[src/rtl/tl_pkg.sv]
// tl_pkg: shared definitions for the intersection scheduler.
//   - PHASE_W / phase_e : phase codes exposed on the scheduler's phase port
//   - LIGHT_*           : signal head codes
//   - head_light()      : head code for a given phase
package tl_pkg;

  localparam int PHASE_W = 3;

  typedef enum logic [PHASE_W-1:0] {
    NS_GREEN  = 3'd0,
    NS_YELLOW = 3'd1,
    ALLRED_A  = 3'd2,
    EW_GREEN  = 3'd3,
    EW_YELLOW = 3'd4,
    ALLRED_B  = 3'd5,
    FLASH     = 3'd6
  } phase_e;

  localparam logic [1:0] LIGHT_RED    = 2'b00;
  localparam logic [1:0] LIGHT_GREEN  = 2'b01;
  localparam logic [1:0] LIGHT_YELLOW = 2'b10;
  localparam logic [1:0] LIGHT_OFF    = 2'b11;

  // ns_head selects which head is being decoded; flash_on selects the
  // lit half of the flash period.
  function automatic logic [1:0] head_light(phase_e ph, logic ns_head, logic flash_on);
    logic [1:0] code;
    code = LIGHT_RED;
    case (ph)
      NS_GREEN:  code = ns_head ? LIGHT_GREEN  : LIGHT_RED;
      NS_YELLOW: code = ns_head ? LIGHT_YELLOW : LIGHT_RED;
      EW_GREEN:  code = ns_head ? LIGHT_RED    : LIGHT_GREEN;
      EW_YELLOW: code = ns_head ? LIGHT_RED    : LIGHT_YELLOW;
      FLASH:     code = flash_on ? LIGHT_YELLOW : LIGHT_OFF;
      default:   code = LIGHT_RED;
    endcase
    return code;
  endfunction

endpackage

[src/rtl/phase_timer.sv]
// phase_timer: elapsed-cycle counter for the current phase.
// Ports:
//   clk_i, rst_i  clock, asynchronous active-high reset
//   en_i          count enable; when low the count holds
//   clr_i         restart from 0 on the next enabled edge
//   limit_i       terminal value for the current phase
//   cnt_o         registered count
//   cnt_nxt_o     value the count takes on the next edge
//   tc_o          count has reached the limit
module phase_timer #(
  parameter int CNT_W = 32
) (
  input  logic             clk_i,
  input  logic             rst_i,
  input  logic             en_i,
  input  logic             clr_i,
  input  logic [CNT_W-1:0] limit_i,
  output logic [CNT_W-1:0] cnt_o,
  output logic [CNT_W-1:0] cnt_nxt_o,
  output logic             tc_o
);

  localparam logic [CNT_W-1:0] ONE = CNT_W'(1);

  always_comb begin
    cnt_nxt_o = cnt_o;
    if (en_i) begin
      cnt_nxt_o = clr_i ? '0 : cnt_o + ONE;
    end
  end

  always_ff @(posedge clk_i or posedge rst_i) begin
    if (rst_i) cnt_o <= '0;
    else       cnt_o <= cnt_nxt_o;
  end

  // >= rather than == so that an early-termination limit below the current
  // count still ends the phase immediately.
  assign tc_o = (cnt_o >= limit_i);

endmodule

[src/rtl/intersection_scheduler.sv]
// intersection_scheduler: two-road signal sequencer with pedestrian
// requests and night flash mode.
// Ports:
//   clk, reset                 clock, asynchronous active-high reset
//   enable                     0 freezes phase, counter and outputs
//   mode_flash                 level request for flash mode
//   ped_req_ns, ped_req_ew     pedestrian request pulses
//   ns_light, ew_light         head codes (00 red, 01 green, 10 yellow, 11 off)
//   ped_walk_ns, ped_walk_ew   walk indications
//   phase, counter             current phase and cycles elapsed in it
// Build option: PED_CROSSING_EN enables pedestrian latches, walk outputs
// and early green termination. Without it requests are ignored, walks
// stay 0 and greens always run GREEN_T cycles.
module intersection_scheduler
  import tl_pkg::*;
#(
  parameter int CNT_W       = 32,
  parameter int GREEN_T     = 20,
  parameter int MIN_GREEN_T = 8,
  parameter int YELLOW_T    = 4,
  parameter int ALLRED_T    = 2,
  parameter int PED_T       = 10,
  parameter int FLASH_HALF  = 5
) (
  input  logic               clk,
  input  logic               reset,
  input  logic               enable,
  input  logic               mode_flash,
  input  logic               ped_req_ns,
  input  logic               ped_req_ew,
  output logic [1:0]         ns_light,
  output logic [1:0]         ew_light,
  output logic               ped_walk_ns,
  output logic               ped_walk_ew,
  output logic [PHASE_W-1:0] phase,
  output logic [CNT_W-1:0]   counter
);

  phase_e           phase_q, phase_d;
  logic [CNT_W-1:0] cnt_q, cnt_nxt, limit;
  logic             tc, clr;
  logic             req_ns, req_ew;
  logic             latch_ns_q, latch_ew_q;
  logic             enter_ns, enter_ew, flash_on;

`ifdef PED_CROSSING_EN
  assign req_ns = ped_req_ns;
  assign req_ew = ped_req_ew;
`else
  assign req_ns = ped_req_ns & 1'b0;
  assign req_ew = ped_req_ew & 1'b0;
`endif

  // A pending request on the opposite road pulls the green limit down to
  // the minimum green.
  always_comb begin
    limit = '0;
    case (phase_q)
      NS_GREEN:  limit = latch_ew_q ? CNT_W'(MIN_GREEN_T - 1) : CNT_W'(GREEN_T - 1);
      EW_GREEN:  limit = latch_ns_q ? CNT_W'(MIN_GREEN_T - 1) : CNT_W'(GREEN_T - 1);
      NS_YELLOW,
      EW_YELLOW: limit = CNT_W'(YELLOW_T - 1);
      ALLRED_A,
      ALLRED_B:  limit = CNT_W'(ALLRED_T - 1);
      FLASH:     limit = CNT_W'(2 * FLASH_HALF - 1);
      default:   limit = '0;
    endcase
  end

  always_comb begin
    phase_d = phase_q;
    if (tc) begin
      case (phase_q)
        NS_GREEN:  phase_d = NS_YELLOW;
        NS_YELLOW: phase_d = ALLRED_A;
        ALLRED_A:  phase_d = mode_flash ? FLASH : EW_GREEN;
        EW_GREEN:  phase_d = EW_YELLOW;
        EW_YELLOW: phase_d = ALLRED_B;
        ALLRED_B:  phase_d = mode_flash ? FLASH : NS_GREEN;
        FLASH:     phase_d = FLASH;
        default:   phase_d = ALLRED_B;
      endcase
    end
    // Leaving flash goes through a full all-red clearance.
    if (phase_q == FLASH && !mode_flash) phase_d = ALLRED_B;
  end

  // In FLASH the terminal count wraps the counter instead of changing phase.
  assign clr      = tc || (phase_d != phase_q);
  assign enter_ns = (phase_d == NS_GREEN) && (phase_q != NS_GREEN);
  assign enter_ew = (phase_d == EW_GREEN) && (phase_q != EW_GREEN);
  assign flash_on = (cnt_nxt < CNT_W'(FLASH_HALF));

  phase_timer #(.CNT_W(CNT_W)) u_timer (
    .clk_i     (clk),
    .rst_i     (reset),
    .en_i      (enable),
    .clr_i     (clr),
    .limit_i   (limit),
    .cnt_o     (cnt_q),
    .cnt_nxt_o (cnt_nxt),
    .tc_o      (tc)
  );

  always_ff @(posedge clk or posedge reset) begin
    if (reset) begin
      phase_q     <= ALLRED_B;
      ns_light    <= LIGHT_RED;
      ew_light    <= LIGHT_RED;
      ped_walk_ns <= 1'b0;
      ped_walk_ew <= 1'b0;
      latch_ns_q  <= 1'b0;
      latch_ew_q  <= 1'b0;
    end else begin
      // Latches keep capturing while frozen; they are consumed only when
      // their own green is actually entered.
      latch_ns_q <= (enable && enter_ns) ? 1'b0 : (latch_ns_q | req_ns);
      latch_ew_q <= (enable && enter_ew) ? 1'b0 : (latch_ew_q | req_ew);
      if (enable) begin
        phase_q     <= phase_d;
        ns_light    <= head_light(phase_d, 1'b1, flash_on);
        ew_light    <= head_light(phase_d, 1'b0, flash_on);
        ped_walk_ns <= (phase_d == NS_GREEN) && (cnt_nxt < CNT_W'(PED_T)) &&
                       (enter_ns ? (latch_ns_q | req_ns) : ped_walk_ns);
        ped_walk_ew <= (phase_d == EW_GREEN) && (cnt_nxt < CNT_W'(PED_T)) &&
                       (enter_ew ? (latch_ew_q | req_ew) : ped_walk_ew);
      end
    end
  end

  assign phase   = phase_q;
  assign counter = cnt_q;

endmodule

[config.mk]
export PLATFORM = sky130hd
export DESIGN_NAME = intersection_scheduler
export DESIGN_NICKNAME = d
export VERILOG_FILES = /design/src/rtl/tl_pkg.sv /design/src/rtl/phase_timer.sv /design/src/rtl/intersection_scheduler.sv
export SDC_FILE = /design/constraint.sdc
export NUM_CORES = 1
export LEC_CHECK = 0
export ABC_CLOCK_PERIOD_IN_PS = 2250
export CAP_MARGIN = 20
export CORE_ASPECT_RATIO = 1.75
export CORE_MARGIN = 4
export CORE_UTILIZATION = 47
export DETAILED_ROUTE_END_ITERATION = 6
export PLACE_DENSITY = 0.79
export SLEW_MARGIN = 20
export SYNTH_ARGS = -nofsm -noshare
export SYNTH_HDL_FRONTEND = slang
export SYNTH_SLANG_ARGS = --single-unit
[constraint.sdc]
create_clock -name clk -period 2.25 [get_ports clk]
set_input_delay 0.45 -clock clk [delete_from_list [all_inputs] [get_ports clk]]
set_output_delay 0.45 -clock clk [all_outputs]
set_load 0.03 [all_outputs]
# After elaboration in Yosys (flattened, before gate mapping)
# Cells that the tools add are included.
# op_classes
div	0
n_shift	0
n_bitwise	0
eq_ne	12
n_reduce_logical	16
magnitude_cmp	3
add_sub_neg	1
n_mux	17
mul	0
# op_table
operator	n
32-bit two-way mux	2
32-bit by 1-bit adder with 32-bit output, second input constant	1
32-bit by 5-bit greater-or-equal comparator with 1-bit output	1
32-bit by 3-bit < comparator with 1-bit output, second input constant	1
32-bit by 4-bit < comparator with 1-bit output, second input constant	1
5-bit case mux with 5 select lines	1
3-bit case mux with 6 select lines	1
3-bit == test, second input constant	5
3-bit two-way mux	4
2-bit case mux with 3 select lines	2
5-bit two-way mux	2
3-bit by 2-bit == test with 1-bit output, second input constant	3
1-bit logical AND	9
3-bit by 1-bit == test with 1-bit output, second input constant	2
3-bit logical NOT	2
1-bit two-way mux	5
2-bit OR reduction	2
3-bit by 2-bit inequality test with 1-bit output, second input constant	1
3-bit inequality test	1
3-bit nonzero test	1
1-bit logical NOT	1
1-bit logical OR	1
# word_totals
ram_bits	0
ff_bits	43
romBits	0
latch_bits	0
memories	0

# Logic depth before layout (Yosys ltp)
# Gate-level depths: netlist of the first run.
# depth
depth_word	13
mapped_depth	13

# Cells and area by module
# A second synthesis of the first run with hierarchy kept.
# hier_totals
cells_unflattened	385
area_unflattened_um2	3199.3
# modules_own_cells
mod	area_each_um2	cells_each	seq_area_each_um2	n_inst
phase_timer	2478.6	294	800.8	1
intersection_scheduler	720.7	91	227.7	1

# Worst setup path after synthesis of the first run
# No wires, ideal clock.
# synth_timing
path_kind	register to register
from	register phase_q[1], in the netlist phase[1]
to	register ew_light[1]
setup_slack_ns	-0.445
arrival_time_ns	2.552
path_stages_with_launch	14
path_cell_list	dfrtp_1 > clkbuf_1 > inv_1 > nand2_1 > nand3b_1 > ha_1 > nor4_1 > nand3_1 > nor3_2 > nand2_1 > clkbuf_1 > and3_1 > o211ai_1 > a31oi_1
# synth_via
elab_chain_len	8
word_cells_on_any_way	19
cone_classes	order compare: 1; eq/ne: 9; mux: 5; reduce/logical: 4
# synth_lines
item	line_no	source
from (decl)	intersection_scheduler.sv:39	phase_e phase_q, phase_d;
from (signal assigned)	intersection_scheduler.sv:120	phase_q <= phase_d;
3-bit == test, or another cell as far along	intersection_scheduler.sv:58, intersection_scheduler.sv:73	
2-bit OR reduction	intersection_scheduler.sv:58	case (phase_q)
5-bit case mux with 5 select lines	intersection_scheduler.sv:58	
32-bit by 5-bit greater-or-equal comparator with 1-bit output	phase_timer.sv:39	assign tc_o = (cnt_o >= limit_i);
3-bit two-way mux	intersection_scheduler.sv:72	if (tc) begin
3-bit two-way mux (*)	intersection_scheduler.sv:85	if (phase_q == FLASH && !mode_flash) phase_d = ALLRED_B;
3-bit == test / 3-bit by 2-bit == test with 1-bit output (equally long branches)	tl_pkg.sv:29	case (ph)
2-bit case mux with 3 select lines (*)	tl_pkg.sv:29	
to (signal assigned)	intersection_scheduler.sv:122	ew_light <= head_light(phase_d, 1'b0, flash_on);
to (decl)	intersection_scheduler.sv:32	output logic [1:0] ew_light,
# Every way passes the cells marked *; elsewhere a longest branch is shown, timed or not.
# A chain may end at the register's enable or synchronous reset.

# Worst setup path after layout of the first run
# layout_timing
from	register phase_q[0], in the netlist phase[0]
to	register ew_light[1]
# Same word-level chain as after synthesis.

==> results of run 1 <==
-- power by group through the flow --
stage	logic (uW)	registers (uW)	clock network [uW]
finish	2170	917	643
global route	2320	927	691
CTS	1850	906	653
detailed placement	1720	919	0
global placement	1680	916	0
floorplan	876	1100	0
-- layer usage --
layer,global-route usage,part of all wire,routed length (um)
met1,0.251,0.35,2910
met2,0.444,0.57,4710
met3,0.0320,0.040,333
met4,0.147,0.042,350
met5,0,0,0
-- critical path: cells and delay by family (launching register included) --
kind,cells,cell delay (ns)
adders and majority gates,1,0.19
and+or+nand+nor,7,1.01
AOI/OAI and AO/OA,2,0.26
DFF,1,0.55
buffers and inverters,2,0.17
-- Yosys cell counts, types with 7 or more instances --
library cell,number,area share
nand3_1,17,0.033
a31oi_1,8,0.020
dfrtp_1,39,0.38
clkbuf_1,9,0.013
o21ai_0,15,0.029
xnor2_1,11,0.038
nand4_1,8,0.020
nand2_1,25,0.037
nor2_1,48,0.071
a21oi_1,13,0.026
nor4_1,7,0.017
inv_1,16,0.024
-- through the flow --
stage	hold slack [ns]	cell area [um2]	worst slack, ns	total power [uW]	instances
3_3_place_gp	0.527	3500	-0.338	2600	442
3_5_place_dp	0.532	3500	-0.442	2640	442
4_1_cts	0.544	3710	-0.0789	3410	453
6_report	0.541	3850	-0.0421	3730	458
5_1_grt	0.570	3850	-0.167	3940	458
2_1_floorplan	0.585	2620	-0.131	1970	297
-- cells in the final DEF (no fill, tap or decap), types with 3 or more instances in the layout --
| cell type | instances |
|---|---|
| dfrtp_2 | 5 |
| a21oi_2 | 3 |
| nand3_1 | 13 |
| nor3_1 | 4 |
| o22ai_1 | 3 |
| xnor2_1 | 11 |
| dlymetal6s2s_1 | 3 |
| a21oi_1 | 10 |
| clkdlybuf4s50_1 | 41 |
| buf_4 | 58 |
| nor2_1 | 47 |
| a31oi_1 | 8 |
| nand4_1 | 8 |
| nor4_2 | 4 |
| nor4_1 | 4 |
| and2_4 | 4 |
| o21ai_0 | 8 |
| nand2_1 | 23 |
| dfrtp_1 | 34 |
| ha_1 | 3 |
| inv_1 | 15 |
| o21ai_1 | 6 |
| xor2_1 | 5 |
| nor3_4 | 4 |
| and3_4 | 3 |
| o21ai_2 | 4 |
| nand3_2 | 3 |
| buf_6 | 6 |
| clkbuf_8 | 6 |
| nand2b_1 | 3 |
| nand3b_1 | 3 |
| mux2i_1 | 5 |
-- worst paths after layout --
check / from / endpoint / slack (ns) / cells past startpoint
setup / recovery: phase[0] / ew_light[1] / -0.04 / 12
hold reg to reg: ew_light[1] / ew_light[1] / 0.54 / 2
max in group asynchronous: reset / ped_walk_ns / 1.13 / 3
setup reg to reg: phase[0] / ew_light[1] / -0.04 / 12
min in group clk: ew_light[1] / ew_light[1] / 0.54 / 2
hold / removal: reset / ew_light[1] / 0.54 / 2
-- registers in the layout, summed over array words and instances (netlist names) --
register,count
ew_light,2
ns_light,2
ped_walk_ew,1
ped_walk_ns,1
phase,3
u_timer.cnt_o,32
-- area by class of cell --
class	instances	area [um2]	area share
inverter	16	60.1	0.0156
multi-input combinational	229	1600	0.415
clock inverter	2	37.5	0.00974
clock buffer	6	82.6	0.0214
timing repair buffer	109	971	0.252
tap	55	68.8	0.0179
sequential	41	1030	0.268
-- logic make-up after synthesis --
| group | Yosys count | synth area share |
|---|---|---|
| AO/OA/AOI/OAI | 54 | 0.131 |
| XOR/XNOR | 16 | 0.0550 |
| flip-flops | 41 | 0.404 |
| buffers and inverters | 30 | 0.0476 |
| adder cells (fa/ha/maj) | 5 | 0.0245 |
| multiplexers | 6 | 0.0241 |
| AND/OR/NAND/NOR | 145 | 0.314 |
-- timing repair --
action,4_1_cts,5_1_grt
endpoints found under the setup margin,10,43
gates resized for setup,19,31
hold buffers,0,0
setup buffers,3,3
gates cloned,0,3
pin swaps,14,16
==> flow_summary_export.csv, run 1 <==
group,metric,value,unit
synth,synthArstFlopShare,1.00,
pwr,power.leakage,0.00175,uW
floorplanning,coreArea,5260,um2
global_routing,grt_antenna_before_repair,0,
setup_path,critPathKind,"flop to flop",
place,gp_congestion,0.928,
outcome,status,"finished, violations left",
cells_and_area,fillers,378,
route,wirelength,8.30,mm
cts,htree_levels,2,
setup_path,crit_path_cell_trace,"inv_2, nand2_2, nand3b_1, ha_4, nor4_2, nand3_1, nor3_4, nand2_4, buf_6, and3_4, o211ai_1, a31oi_1",
synth,synth_nets,308,
floorplanning,fp-row-count,35,
sta,drv_slew,0,
place,io_buffers,44,
global_routing,grt_start_max_net_pins,29,
route,routedWlPerCell,18.1,um
sta,grt_setup_unrepaired,"true",
floorplanning,die_h,105,um
pwr,p_comb_frac,0.582,
cells_and_area,drive_above_1_share,0.315,
place,dp_hpwl,5.54,mm
cells_and_area,final_util,0.734,
cts,clock_path_buffers,2,
synth,synth-main-ff-cell,"dfrtp_1",
route,viasPerCell,5.94,
sta,tns,-0.0982,ns
pwr,p_sw_frac,0.420,
cts,cts.sinks,41,
pwr,clkPwrFrac,0.172,
floorplanning,die_x,63.7,um
setup_path,arrival,2.48,ns
sta,finClkSkew,0.00853,ns
flow_run,drv_cap,0,
cts,worstSkewPairLatency,0.30,ns
route,first_iter_violations,202,
synth,synthDistinctLibCells,54,
setup_path,crit_path_top_delay_cell,"dfstp_2",
cells_and_area,syn_to_final_growth,51.3,%
cells_and_area,diodes,0,
synth,synthCells,297,
synth,avgSynthCellArea,8.58,um2
global_routing,grt_pass1_wl,12.9,mm
setup_path,crit_fanout,6,
synth,synth.ff_latch_count,41,
global_routing,grt_pass1_vias,2808,
cts,cts_root_buf,"clkbuf_8",
setup_path,cp_data_required_time,2.44,ns
sta,fmax,436,MHz
pwr,powerDensity,967,nW/um2
synth,synth_edf_count,0,
route,ant_nets,0,
setup_path,end_kind,"flop",
floorplanning,die_area,6710,um2
synth,syn_area,2550,um2
sta,period_needed,2.29,ns
synth,ys_warn_count,0,
synth,yosysSeqAreaShare,0.404,
route,route.detailed.drc,0,
sta,setup_violations,3,
floorplanning,initial_core_util,0.485,
cts,cts_tree,"built",
route,drtPass1Iterations,4,
cells_and_area,nets,413,
setup_path,start_kind,"flop",
outcome,failed_checks,"negative setup slack",
pwr,p_seq_frac,0.246,
cts,clk_pin_slew,0.09,ns
sta,fin_crit_sh,1.02,
pwr,net-switching-power,1570,uW
pwr,max-vdd-ir-drop,0.865,mV
setup_path,slowest_delay,0.55,ns
floorplanning,top_level_ports,47,
sta,worstMarginPinSlew,0.684,ns
sta,setup_slack,-0.0421,ns
sta,max_slew_margin,0.544,
pwr,p_int,2160,uW
cts,cts_made_buffers,5,
global_routing,overflow,0,
sta,hold_viol,0,
hold_path,worstHoldPathType,"input port to async pin",
route,via_count,2720,
global_routing,grt_usage,0.241,
Note: power is estimated with default switching activity, not from simulation.
==> inputs of run 2 (changes only) <==
--- a/config.mk
+++ b/config.mk
@@ -12,6 +12,7 @@
 export CORE_UTILIZATION = 47
 export DETAILED_ROUTE_END_ITERATION = 6
 export PLACE_DENSITY = 0.79
+export SKIP_LAST_GASP = 1
 export SLEW_MARGIN = 20
 export SYNTH_ARGS = -nofsm -noshare
 export SYNTH_HDL_FRONTEND = slang
==> flow_summary_export.csv, run 2 (synthesis gave the netlist of run 1 again) <==
group,metric,value,unit
global_routing,grt_start_max_net_pins,29,
floorplanning,die_x,63.7,um
cells_and_area,nets,413,
global_routing,overflow,0,
global_routing,grt_pass1_vias,2814,
place,dp.cells,442,
setup_path,cp-startpoint,"phase[0]",
pwr,max-vdd-ir-drop,0.824,mV
setup_path,critPathKind,"flop to flop",
route,route.detailed.drc,0,
pwr,powerDensity,971,nW/um2
floorplanning,die_h,105,um
cells_and_area,largest_register_ffs,32,
cts,htree_levels,2,
cts,cts_made_buffers,5,
setup_path,end_kind,"flop",
sta,drv_slew,0,
setup_path,r2r_start,"phase[0]",
cells_and_area,diodes,0,
outcome,status,"finished, violations left",
place,dp_hpwl,5.54,mm
cts,cts_root_buf,"clkbuf_8",
sta,fmax,435,MHz
setup_path,crit_fanout,6,
sta,grt_setup_unrepaired,"true",
setup_path,cp_data_required_time,2.44,ns
cells_and_area,stdcell_count,458,
sta,fin_crit_sh,1.02,
cts,worstSkewPairLatency,0.31,ns
place,io_buffers,44,
floorplanning,top_level_ports,47,
route,ant_nets,0,
cts,cts.sinks,41,
route,first_iter_violations,221,
setup_path,start_kind,"flop",
hold_path,worstHoldPathType,"input port to async pin",
sta,setup_slack,-0.0476,ns
setup_path,arrival,2.48,ns
place,gp_congestion,0.928,
flow_run,drv_cap,0,
sta,period_needed,2.30,ns
global_routing,grt_usage,0.241,
cells_and_area,syn_to_final_growth,50.7,%
sta,finClkSkew,0.00937,ns
route,drtPass1Iterations,5,
cts,clk_pin_slew,0.09,ns
floorplanning,coreArea,5260,um2
sta,hold-worst-slack,0.538,ns
cells_and_area,final_cell_mix,"58 x buf_4, 47 x nor2_1, 41 x clkdlybuf4s50_1",
floorplanning,initial_core_util,0.485,
route,viasPerCell,6.20,
sta,worstMarginPinSlew,0.688,ns
cts,clock_path_buffers,2,
sta,max_slew_margin,0.541,
cells_and_area,largest-register,"u_timer.cnt_o",
route,routedWlPerCell,18.6,um
cells_and_area,drive_above_1_share,0.313,
route,wirelength,8.53,mm
global_routing,grt_antenna_before_repair,0,
floorplanning,fp-row-count,35,
sta,setup_violations,5,
route,via_count,2841,
cells_and_area,layout_commonest_cell,"buf_4",
global_routing,grt_pass1_wl,12.9,mm
outcome,failed_checks,"negative setup slack",
floorplanning,die_area,6710,um2
pwr,power.leakage,0.00175,uW
cts,cts_tree,"built",
cts,hold_buffers,0,
sta,hold_viol,0,
-- run 2: cell counts in the layout (fill, tap and decap cells not counted) --
Identical to the previous run, type by type.
-- run 2: final timing paths --
check	to	slack (ns)	cells past startpoint
max	ew_light[1]	-0.05	12
min	ped_walk_ew	0.54	2
max reg2reg	ew_light[1]	-0.05	12
min reg2reg	ew_light[1]	0.54	2
max in group asynchronous	ped_walk_ns	1.13	3
min in group clk	u_timer.cnt_o[1]	0.54	3
-- run 2: where the power goes --
part,leakage (uW),switching [uW],internal (uW)
clock,0.0000574,284,361
combinational,0.00114,1230,946
sequential,0.000546,72.4,838
-- run 2: through the flow --
step                worst slack, ns   util  instance area (um2)  total power, uW  setup TNS [ns]
floorplan                    -0.131      -                 2620             1970           -2.93
global placement             -0.338  0.667                 3500             2600           -2.49
CTS                         -0.0789  0.706                 3710             3400          -0.666
detailed placement           -0.442  0.667                 3500             2640           -3.12
global route                 -0.160  0.731                 3840             3910           -1.25
finish                      -0.0476  0.731                 3840             3730          -0.154
-- run 2: timing repair --
item / in CTS / in global routing
cloned: 0 / 3
buffers inserted: 3 / 3
resized for setup: 17 / 30
setup endpoints to repair: 10 / 43
pin swaps: 13 / 18
-- run 2: area by class of cell --
class	count	area [um2]
Multi-Input combinational cell	229	1590
Fill cell	386	1410
Sequential cell	41	1030
Timing Repair Buffer	109	971
Clock buffer	6	82.6
Tap cell	55	68.8
Inverter	16	60.1
Clock inverter	2	37.5
-- run 2: layer usage --
metal	vias to the layer above	share of wire	global-route usage	wire length [um]
li1	1274	-	-	-
met1	1377	0.35	0.250	2950
met2	154	0.56	0.444	4780
met3	36	0.049	0.0330	422
met4	0	0.045	0.147	383
met5	-	0	0	0
-- run 2: worst max-delay path, stage by stage (launching register included) --
cell and delay, ns:
dfstp_2 0.55, inv_2 0.04, nand2_2 0.08, nand3b_1 0.13, ha_4 0.19, nor4_2 0.13, nand3_1 0.15, nor3_4 0.25
nand2_4 0.11, buf_6 0.13, and3_4 0.17, o211ai_1 0.16, a31oi_1 0.10
==> RTL change 1: new RTL, settings of run 1 <==
`CNT_W` is set to 32 in 2 places; all go to 64.
--- a/src/rtl/phase_timer.sv
+++ b/src/rtl/phase_timer.sv
@@ -8,7 +8,7 @@
 //   cnt_nxt_o     value the count takes on the next edge
 //   tc_o          count has reached the limit
 module phase_timer #(
-  parameter int CNT_W = 32
+  parameter int CNT_W = 64
 ) (
   input  logic             clk_i,
   input  logic             rst_i,
--- a/src/rtl/intersection_scheduler.sv
+++ b/src/rtl/intersection_scheduler.sv
@@ -14,7 +14,7 @@
 module intersection_scheduler
   import tl_pkg::*;
 #(
-  parameter int CNT_W       = 32,
+  parameter int CNT_W       = 64,
   parameter int GREEN_T     = 20,
   parameter int MIN_GREEN_T = 8,
   parameter int YELLOW_T    = 4,
Ports: changed (resized counter); port bits go from 47 to 79. The function was not compared with the original's and may differ.
==> RTL change 1 against run 1 <==
The run now fails in global routing (5_1_grt). Synthesized area up 75%.
==> RTL change 1: results (changes against run 1) <==
Post-DP HPWL: 14510 µm (was 5545 µm)
Xor/xnor share of the synthesized area: 0.04514 (was 0.05498)
Clk buf depth: 2 (unchanged)
Root buffer cell: clkbuf_16 (was clkbuf_8)
Pin count of the biggest net entering global routing: 74
Post-Syn Nets: 536 (was 308)
H-tree levels: 3 (was 2)
Halt Stage: global routing (5_1_grt)
Ys async rst share: 1.000 (unchanged)
Num CTS Buffers: 9 (was 5)
Yosys cell types: 69 (was 54)
Synthesized area per cell: 8.501 µm² (was 8.581 µm²)
Synth top cells by count: nor2_1 (92), dfrtp_1 (71), nand2_1 (40), nand4_1 (30), a21oi_1 (29) (was nor2_1 (48), dfrtp_1 (39), nand2_1 (25), nand3_1 (17), inv_1 (16))
Ys flop type: dfrtp_1 (unchanged)
Cells taking the most area after synthesis: dfrtp_1 (40%), nor2_1 (7.7%), nand4_1 (4.2%) (was dfrtp_1 (38%), nor2_1 (7.1%), xnor2_1 (3.8%))
GR Overflow Total: 41
Synth top area share: 0.3981 (was 0.3829)
Register area share after synthesis: 0.4099 (was 0.4035)
Overall Global Routing Usage: 0.6479
Synth Area in Compound Gates: 0.1368 (was 0.1311)
Main combinational cell family by area after synthesis: simple AND/OR/NAND/NOR gates (unchanged)
Mux cell area share after synthesis: 0.01177 (was 0.02405)
Outcome: aborted with a tool error (was complete, but fails checks)
Post-Syn Area: 4463 µm² (was 2549 µm²)
Routability Congestion: 1.028 (was 0.9280)
Synth Warn #: 0 (unchanged)
Post-synthesis adder-cell area fraction: 0.01402 (was 0.02455)
Worst-path end type: register input
Placed cell count: 906 (was 442)
CTS Hold Bufs: 0 (unchanged)
GR repair worst EP: ew_light[1]$_DFFE_PP0P_/D
Placed Area: 7082 µm² (was 3505 µm²)
First Err: [ERROR GRT-0232] Routing congestion too high. Check the congestion heatmap in the GUI.
IO Port Bufs: 76 (was 44)
Yosys reg bits: 73 (was 41)
-- RTL change 1: changes by cell type after synthesis, sizes merged, moves of 7 or more --
cell / delta
dfrtp: +32
and3: +7
nand4: +24
nand2: +15
a31oi: +7
nor4: +18
a21oi: +16
nand3: +12
and4: +11
nor2: +43
clkbuf: +11
-- RTL change 1: cells by family after synthesis --
logic type,count (synthesis)
compound gates,90
xor+xnor,23
fa+ha+maj,5
buf+inv,42
flops,73
mux,5
simple gates,287
-- RTL change 1: routing by layer --
metal,track usage,GRT overflow
met5,0.08000,0
met1,0.6446,0
met2,0.8630,21
met4,0.6460,20
met3,0.4170,0
-- RTL change 1: repair_timing --
item | in CTS
cloned | 7
endpoints found under the setup margin | 73
buffers inserted | 24
resized for setup | 122
pin swaps | 60
-- RTL change 1: per-stage QoR --
step	util	setup slack [ns]
after floorplan	-	-0.3621
after global placement	0.7739	-0.7822
after detailed placement	0.7739	-0.8512
after CTS	0.9061	-0.4434
==> RTL change 2: new RTL, config.mk and constraints of run 1 <==
Without the edit above. Register the output `counter`, cleared by the reset; this adds one clock of latency there. The other outputs are not delayed to match. Comments in the files are not updated.
--- a/src/rtl/intersection_scheduler.sv
+++ b/src/rtl/intersection_scheduler.sv
@@ -129,7 +129,13 @@
   end
 
   assign phase   = phase_q;
-  assign counter = cnt_q;
+  always_ff @(posedge clk or posedge reset) begin
+    if (reset) begin
+      counter <= '0;
+    end else begin
+      counter <= cnt_q;
+    end
+  end
 
 endmodule
 
Behaviour: not the same (Yosys sat finds a counterexample within 4 cycles, from zero or initial values and one cycle with reset high).
==> RTL change 2 against run 1 <==
Sequential share of layout area increased by 11 points. Synthesized area increased by 29%. Design area increased by 27%. Wire length increased by 4.1%. Critical endpoint unchanged. Setup slack got worse by 0.19 ns. First-iteration DRC count increased by 0.50%. Power increased by 36%. Critical path type unchanged. Sequential cell count increased by 32. The run still ends with setup timing left.
==> RTL change 2: results (changes against run 1) <==
Hold Crit Class: reg2reg (was in2async)
Failing checks: setup timing (unchanged)
Postcts setup bufs: 4 (was 3)
Setup TNS: -1.552 ns (was -0.09825 ns)
Actual slew at the worst max-slew pin: 0.3720 ns (was 0.6839 ns)
Num CTS Buffers: 9 (was 5)
Cell family with most CP delay: compound AO/OA/AOI/OAI gates (was simple AND/OR/NAND/NOR gates)
Reg2Reg Depth: 13 (was 12)
Final setup violation count: 14 (was 3)
Outcome: complete, but fails checks (unchanged)
Critical Path AT: 2.73 ns (was 2.48 ns)
H-tree levels: 3 (was 2)
Mux cell area share after synthesis: 0.009535 (was 0.02405)
Cells taking the most area after synthesis: dfrtp_1 (54%), nor2_1 (5.8%), nand2_1 (3.1%) (was dfrtp_1 (38%), nor2_1 (7.1%), xnor2_1 (3.8%))
Register area share after synthesis: 0.5576 (was 0.4035)
Worst VDD drop: 1.153 mV (was 0.8655 mV)
Crit path largest cell delay: 0.40 ns (was 0.55 ns)
Total wire length: 8632 µm (was 8295 µm)
Post-Syn Nets: 327 (was 308)
FILL cells: 510 (was 378)
CTS clk-pin slew, worst paths: 0.06 ns (was 0.09 ns)
Fin worst setup slack: -0.2306 ns (was -0.04206 ns)
Sequential cell area share: 0.3746 (was 0.2684)
Crit Path Max Fanout: 7 (was 6)
Multi-input gate area: 1519 µm² (was 1600 µm²)
First-pass GRT wire length: 14180 µm (was 12880 µm)
## RTL change 2: cells by family (layout without fill, tap and decap cells)
logic type	Yosys count	in the layout
AO/OA/AOI/OAI	54	54
XOR/XNOR	19	19
adder cells (fa/ha/maj)	5	5
buffers and inverters	22	154
flip-flops	73	73
multiplexers	3	3
AND/OR/NAND/NOR	140	140
## RTL change 2: worst max path at each step
| stage | from | to | slack, ns | cells past startpoint |
|---|---|---|---|---|
| 2_1_floorplan | phase[2] | ew_light[0] | -0.27 | 11 |
| 3_3_place_gp | enable | ew_light[0] | -0.44 | 8 |
| 3_5_place_dp | enable | ew_light[0] | -0.54 | 8 |
| 4_1_cts | phase[0] | ns_light[0] | -0.21 | 13 |
| 5_1_grt | phase[0] | ns_light[1] | -0.35 | 12 |
| 6_report | phase[0] | ew_light[1] | -0.23 | 13 |
## RTL change 2: routing by layer
metal  vias up  track usage  wire (µm)
met1      1393       0.2140       2973
li1       1373            -          -
met5         -            0          0
met3        34      0.05872        392
met4         0       0.1318        387
met2        93       0.3940       4878
